**config.mk**
```make
export PLATFORM = sky130hd
export DESIGN_NAME = line_draw_engine
export DESIGN_NICKNAME = d
export VERILOG_FILES = /design/src/rtl/line_draw_engine.sv
export SDC_FILE = /design/constraint.sdc
export NUM_CORES = 1
export LEC_CHECK = 0
export ABC_AREA = 1
export CAP_MARGIN = 25
export CORE_ASPECT_RATIO = 1.5
export CORE_MARGIN = 2
export CORE_UTILIZATION = 38
export DETAILED_ROUTE_END_ITERATION = 8
export GPL_ROUTABILITY_DRIVEN = 0
export PLACE_DENSITY = 0.74
export SYNTH_ARGS = -nofsm -noshare
export SYNTH_HDL_FRONTEND = slang
export SYNTH_SLANG_ARGS = --single-unit
```
**constraint.sdc**
```tcl
create_clock -name clk -period 24.2 [get_ports clk]
set_input_delay 4.84 -clock clk [delete_from_list [all_inputs] [get_ports clk]]
set_output_delay 4.84 -clock clk [all_outputs]
set_load 0.01 [all_outputs]
```
**src/rtl/line_draw_engine.sv**
```systemverilog
// line_draw_engine: Bresenham line rasteriser pushing one two-beat burst per pixel into the DRAM request FIFOs.
// Define LE_CLIP_EN to skip pixels outside HRES x VRES instead of letting the address wrap.
module line_draw_engine #(
   parameter int HRES = 800,
   parameter int VRES = 600
) (
   input  logic         clk,
   input  logic         rst,
   input  logic [31:0]  LE_color,
   input  logic [19:0]  LE_point,
   input  logic         LE_color_valid,
   input  logic         LE_point0_valid,
   input  logic         LE_point1_valid,
   input  logic         LE_trigger,
   input  logic [31:0]  LE_frame,
   output logic         LE_ready,
   input  logic         af_full,
   input  logic         wdf_full,
   output logic         af_wr_en,
   output logic [30:0]  af_addr_din,
   output logic         wdf_wr_en,
   output logic [127:0] wdf_din,
   output logic [15:0]  wdf_mask_din
);
`ifdef LE_CLIP_EN
   localparam logic CLIP_EN = 1'b1;
`else
   localparam logic CLIP_EN = 1'b0;
`endif
   localparam logic [9:0] HMAX = 10'(HRES);
   localparam logic [9:0] VMAX = 10'(VRES);
   typedef enum logic [1:0] {IDLE, SETUP, WR_A, WR_B} state_t;
   state_t state_q, state_d;
   logic [23:0] color_q, color_d;
   logic [27:0] frame_q, frame_d;
   logic [19:0] p0_q, p0_d, p1_q, p1_d;
   logic [9:0] x_q, x_d, y_q, y_d, x1_q, x1_d;
   logic [10:0] dx_q, dx_d, dy_q, dy_d;
   logic [11:0] err_q, err_d, err_s;
   logic steep_q, steep_d, yneg_q, yneg_d;
   logic [9:0] adx, ady, ax0, ay0, ax1, ay1, sx0, sy0, sx1, sy1, px, py;
   logic steep, swap, clip, go_a, go_b, step;
   logic [27:0] pix;
   logic [15:0] mask;
   logic unused_bits;

   assign unused_bits = ^{LE_color[31:24], LE_frame[31:30], LE_frame[1:0]};

   always_comb begin
      adx = (p1_q[19:10] > p0_q[19:10]) ? p1_q[19:10] - p0_q[19:10] : p0_q[19:10] - p1_q[19:10];
      ady = (p1_q[9:0] > p0_q[9:0]) ? p1_q[9:0] - p0_q[9:0] : p0_q[9:0] - p1_q[9:0];
      steep = ady > adx;
      ax0 = steep ? p0_q[9:0] : p0_q[19:10];
      ay0 = steep ? p0_q[19:10] : p0_q[9:0];
      ax1 = steep ? p1_q[9:0] : p1_q[19:10];
      ay1 = steep ? p1_q[19:10] : p1_q[9:0];
      swap = ax0 > ax1;
      sx0 = swap ? ax1 : ax0;
      sy0 = swap ? ay1 : ay0;
      sx1 = swap ? ax0 : ax1;
      sy1 = swap ? ay0 : ay1;
      px = steep_q ? y_q : x_q;
      py = steep_q ? x_q : y_q;
      pix = frame_q + {8'b0, py, px};
      mask = ~(16'hF << {pix[1:0], 2'b00});
      clip = CLIP_EN && (px >= HMAX || py >= VMAX);
      go_a = state_q == WR_A && !clip && !af_full && !wdf_full;
      go_b = state_q == WR_B && !wdf_full;
      step = go_b || (state_q == WR_A && clip);
      err_s = err_q - {1'b0, dy_q};
   end

   always_comb begin
      state_d = state_q;
      color_d = color_q;
      frame_d = frame_q;
      p0_d = p0_q;
      p1_d = p1_q;
      x_d = x_q;
      y_d = y_q;
      x1_d = x1_q;
      dx_d = dx_q;
      dy_d = dy_q;
      err_d = err_q;
      steep_d = steep_q;
      yneg_d = yneg_q;
      if (state_q == IDLE) begin
         color_d = LE_color_valid ? LE_color[23:0] : color_q;
         p0_d = LE_point0_valid ? LE_point : p0_q;
         p1_d = LE_point1_valid ? LE_point : p1_q;
         frame_d = LE_trigger ? LE_frame[29:2] : frame_q;
         state_d = LE_trigger ? SETUP : IDLE;
      end
      if (state_q == SETUP) begin
         steep_d = steep;
         x_d = sx0;
         y_d = sy0;
         x1_d = sx1;
         dx_d = {1'b0, sx1 - sx0};
         dy_d = {1'b0, (sy1 > sy0) ? sy1 - sy0 : sy0 - sy1};
         err_d = {2'b0, sx1 - sx0} >> 1;
         yneg_d = sy0 >= sy1;
         state_d = WR_A;
      end
      if (go_a)
         state_d = WR_B;
      // Last pixel done when x reaches the far endpoint; otherwise advance one Bresenham step.
      if (step) begin
         if (x_q == x1_q)
            state_d = IDLE;
         else begin
            state_d = WR_A;
            x_d = x_q + 10'd1;
            y_d = err_s[11] ? (yneg_q ? y_q - 10'd1 : y_q + 10'd1) : y_q;
            err_d = err_s[11] ? err_s + {1'b0, dx_q} : err_s;
         end
      end
   end

   always_ff @(posedge clk) begin
      if (!rst) begin
         state_q <= IDLE;
         color_q <= '0;
         frame_q <= '0;
         p0_q <= '0;
         p1_q <= '0;
         x_q <= '0;
         y_q <= '0;
         x1_q <= '0;
         dx_q <= '0;
         dy_q <= '0;
         err_q <= '0;
         steep_q <= 1'b0;
         yneg_q <= 1'b0;
      end else begin
         state_q <= state_d;
         color_q <= color_d;
         frame_q <= frame_d;
         p0_q <= p0_d;
         p1_q <= p1_d;
         x_q <= x_d;
         y_q <= y_d;
         x1_q <= x1_d;
         dx_q <= dx_d;
         dy_q <= dy_d;
         err_q <= err_d;
         steep_q <= steep_d;
         yneg_q <= yneg_d;
      end
   end

   assign LE_ready = state_q == IDLE;
   assign af_wr_en = go_a;
   assign wdf_wr_en = go_a || go_b;
   assign af_addr_din = (state_q == WR_A) ? {3'b0, pix[27:3], 3'b000} : '0;
   assign wdf_din = (state_q == WR_A || state_q == WR_B) ? {4{8'h00, color_q}} : '0;
   assign wdf_mask_din = ((state_q == WR_A && !pix[2]) || (state_q == WR_B && pix[2])) ? mask : 16'hFFFF;
endmodule

```
## Word-level counts from Yosys, hierarchy flattened

Cells that the tools add are included.

- Add/sub/neg operators: 13
- Multipliers: 0
- Divide/modulo/power cells: 0
- Magnitude comparators: 6
- Eq/ne operators: 5
- Shift-type cells: 1
- Muxes and demuxes: 34
- Bitwise logic cells: 1
- Reduce and logical (&&, ||, !) cells: 17

Operators by type and width:

| kind | count |
|---|---|
| $mux 10 | 21 |
| $mux 120 | 1 |
| $sub 10x10->10 | 7 |
| $gt 10x10->1 | 5 |
| $mux 12 | 4 |
| $add 28x20->28 | 1 |
| $mux 28 | 1 |
| $add 10x1->10 const B | 2 |
| $mux 16 | 1 |
| $not 16->16 | 1 |
| $shl 4x4->16 const A | 1 |
| $add 12x10->12 | 1 |
| $sub 12x10->12 | 1 |
| $eq 10x10->1 | 1 |
| $ge 10x10->1 | 1 |
| $mux 2 | 5 |
| $sub 10x1->10 const B | 1 |
| $reduce_and 2->1 | 4 |
| $logic_and 1x1->1 | 5 |
| $eq 2x2->1 const B | 2 |
| $reduce_bool 4->1 | 1 |
| $logic_not 1->1 | 3 |
| $logic_or 1x1->1 | 3 |
| $ne 3x2->1 const B | 1 |
| 3 further kinds | 3 |

- Register bits: 158
- Latch bits: 0
- Memory bits (writable): 0
- Bits in read-only memories: 0
- Bits of input ports: 92
- Output and inout port bits: 178
- Word-level logic and storage cells: 90
- Memories kept: 0

## Longest topological paths before layout

- Word-level depth: 10
- Depth in mapped cells: 61
- Gate-level depth less buffers: 54

## Worst setup path after synthesis

No wires, ideal clock.

- Path type: in2out
- Start: in af_full
- End: out wdf_wr_en
- Arrival time: 5.421 ns
- Data required time: 19.360 ns
- Slack: 13.939 ns
- Stages on the path: 2
- Buffers on the path: 0
- Cell sequence: nor3_1 > or2_2

- Longest elaborated chain between the ends: 4

RTL lines:

| item | RTL line | text |
|---|---|---|
| start, declared | 17 | `input logic af_full,` |
| $logic_not 1->1 | 67 | `go_a = state_q == WR_A && !clip && !af_full && !wdf_full;` |
| $logic_and 1x1->1 (2 in series) | 67 |  |
| $logic_or 1x1->1 | 154 | `assign wdf_wr_en = go_a \|\| go_b;` |
| end, declared | 21 | `output logic wdf_wr_en,` |

Every way passes these cells.

## Worst setup path after layout

- Start: in wdf_full
- End: out wdf_wr_en

- Longest elaborated chain between the ends: 3
- Elaborated cells between the ends (all ways): 4
- Those cells by class: 4 x reduce/logical

RTL lines:

| item | RTL line | text |
|---|---|---|
| start, declared | 18 | `input logic wdf_full,` |
| $logic_not 1->1 * | 67, 68 |  |
| $logic_and 1x1->1 (on tied branches) | 67, 68 |  |
| $logic_or 1x1->1 * | 154 |  |

Mark *: on every way between the ends. The rest lies on a longest branch, timed or not.

==> results by group <==
Run status
  • Status: completed

Setup path
  • Startpoint Class: input port
  • CP max FO: 3
  • Worst EP arrival: 6.24 ns
  • Crit Path Class: in2out
  • Crit. End Element: primary output
  • CP required: 19.36 ns

Timing
  • Max-slew violations: 0
  • Tmin final: 11.08 ns
  • WHS: 0.4715 ns
  • Final setup TNS: 0 ns
  • Final Skew: 0.01357 ns
  • Max-slew headroom: 35.31%
  • Final setup viols: 0
  • Unrepaired setup endpoints after global routing: false
  • Fin crit share: 45.79%
  • Hold Fails Final Rpt: 0
  • Worst Tran Pin Value: 0.9668 ns
  • Fmax achieved: 90.25 MHz

Routing
  • DR iter-0 viols: 1005
  • Final ANT Viol Nets: 0
  • Top Metal Used: met4
  • DR WL/cell: 14.89 um
  • Met3 wire len: 2293 um
  • Post-route DRC: 0
  • Metal-1 WL: 15230 um
  • 1st-pass router iterations: 6
  • Met2 wire len: 19560 um
  • Via Count: 13623
  • Final wirelength: 39500 um
  • Via density per instance: 5.137

CTS
  • Reg clk slew, reported paths: 0.06 ns
  • Hold Buf Count CTS: 0
  • CTS H-tree depth: 4
  • Clock Latency Late Sink: 0.45 ns
  • CTS tree: yes
  • Root Buffer: clkbuf_16
  • Post-CTS Setup Bufs: 0
  • Max clock buf depth: 2
  • CTS sink count: 158
  • # resized after CTS: 0
  • Total CTS buffers: 17

Floorplan
  • Chip width: 159.0 um
  • Initial core utilization: 38.30%
  • Die Ht: 236.4 um
  • Die ar.: 37580 um^2
  • IO Pins: 270
  • Area of the core: 35730 um^2
  • # rows: 85

Synth
  • EDFF count, synth: 0
  • Cell count after synthesis: 2076
  • Largest cells by area after synthesis: dfxtp_1, ha_1, o21ai_0, nand2_1, a21oi_1
  • Ys async rst share: 0%
  • Main synth FF type: dfxtp_1
  • Sequential fraction of the synthesis area: 23.11%
  • Yosys reg bits: 158
  • Post-synth top area share: 23.11%
  • Synth area leader: dfxtp_1
  • Yosys warns: 0
  • Unique masters post-synth: 57
  • Avg Cell Area, Syn: 6.592 um^2
  • Netlist Area Pre-Place: 13690 um^2

Global routing
  • Vias in the first global route: 12669
  • Largest net degree at the start of global routing: 82
  • Initial antenna violation count: 0
  • Global-route wire length before repair: 62560 um
  • GRT Overall Usage: 20.37%
  • GRT overflow: 0

Finish
  • Leading cell types in the layout, fill and taps excluded: nand2_1, o21ai_0, inv_1
  • Most common cell after layout, fill and taps aside: nand2_1
  • Design area: 16150 um^2
  • Share of cells above drive strength 1: 3.772%
  • Nets@finish: 2389
  • N_diodes: 0
  • Area grow syn2layout: 18.00%

Flow run
  • Max Cap Viol: 0

Hold path
  • Hold crit path type: reg2reg

Placed design
  • Post-DP HPWL: 30860 um
  • Buffers on Ports: 219
  • Placed Area: 15450 um^2
layer usage:
| layer | track usage [%] | vias up |
|---|---|---|
| li1 | - | 6829 |
| met1 | 21.36 | 6160 |
| met2 | 37.38 | 513 |
| met3 | 4.062 | 121 |
| met4 | 12.29 | 0 |
| met5 | 0 | - |
registers in the layout (all words and copies together), names as in the netlist:
register	count
x1_q	10
p0_q	20
err_q	12
y_q	10
frame_q	28
color_q	24
steep_q	1
yneg_q	1
dy_q	10
state_q	2
x_q	10
dx_q	10
p1_q	20
cells in the mapped netlist, types with 8 or more instances:
cell / n
a21oi_1: 226
nand2_1: 339
xor2_1: 38
fa_1: 10
clkbuf_1: 66
o21ai_0: 280
o211ai_1: 14
o21ai_1: 11
buf_4: 122
inv_1: 272
ha_1: 126
a221oi_1: 11
nand2_2: 8
xnor2_1: 20
nor2_1: 188
dfxtp_1: 158
nand3_1: 55
o221ai_1: 12
nor3_1: 14
path summary, 6_finish.rpt:
check,cells after the start,startpoint,to,slack [ns]
worst max register to register,47,p1_q[0],dy_q[7],13.94
worst min-delay path,2,dx_q[4],dx_q[4],0.47
worst min register to register,2,dx_q[4],dx_q[4],0.47
worst max-delay path,4,wdf_full,wdf_wr_en,13.12
per-stage QoR:
| step | worst slack, ns | util, % | instances |
|---|---|---|---|
| final | 13.12 | 45.19 | 2652 |
| after global routing | 12.99 | 45.19 | 2652 |
| after CTS | 13.12 | 45.04 | 2650 |
| after global placement | 13.13 | 43.23 | 2618 |
| after floorplan | 13.94 | - | 2113 |
| after detailed placement | 13.12 | 43.23 | 2618 |
worst max-delay path, cell delays in order:
cell,delay [ns]
clkdlybuf4s50_1,0.42
nor3_1,0.29
or2_2,0.17
clkdlybuf4s50_1,0.52
kinds of logic (layout without fill, tap and decap cells):
logic type               after synthesis  count (layout)  share of synthesized area (%)
AO/OA/AOI/OAI                        599             599                          23.72
XOR/XNOR                              58              58                          3.712
adder cells (fa/ha/maj)              136             136                          12.98
buffers and inverters                481             542                          16.70
flip-flops                           158             158                          23.11
multiplexers                           4               4                         0.2926
other                                  1              38                        0.02740
AND/OR/NAND/NOR                      639             639                          19.46
layout make-up:
type / count / area (um^2)
fill: 3586 / 19590
multi-input combinational: 1474 / 8378
sequential: 158 / 3163
timing repair buffer: 231 / 2317
inverter: 279 / 1047
tap: 478 / 598.1
clock buffer: 17 / 425.4
clock inverter: 15 / 220.2
Power is left out: the tool's default activity adds up to more than one toggle a clock period on the data nets, which glitch-free logic cannot reach.
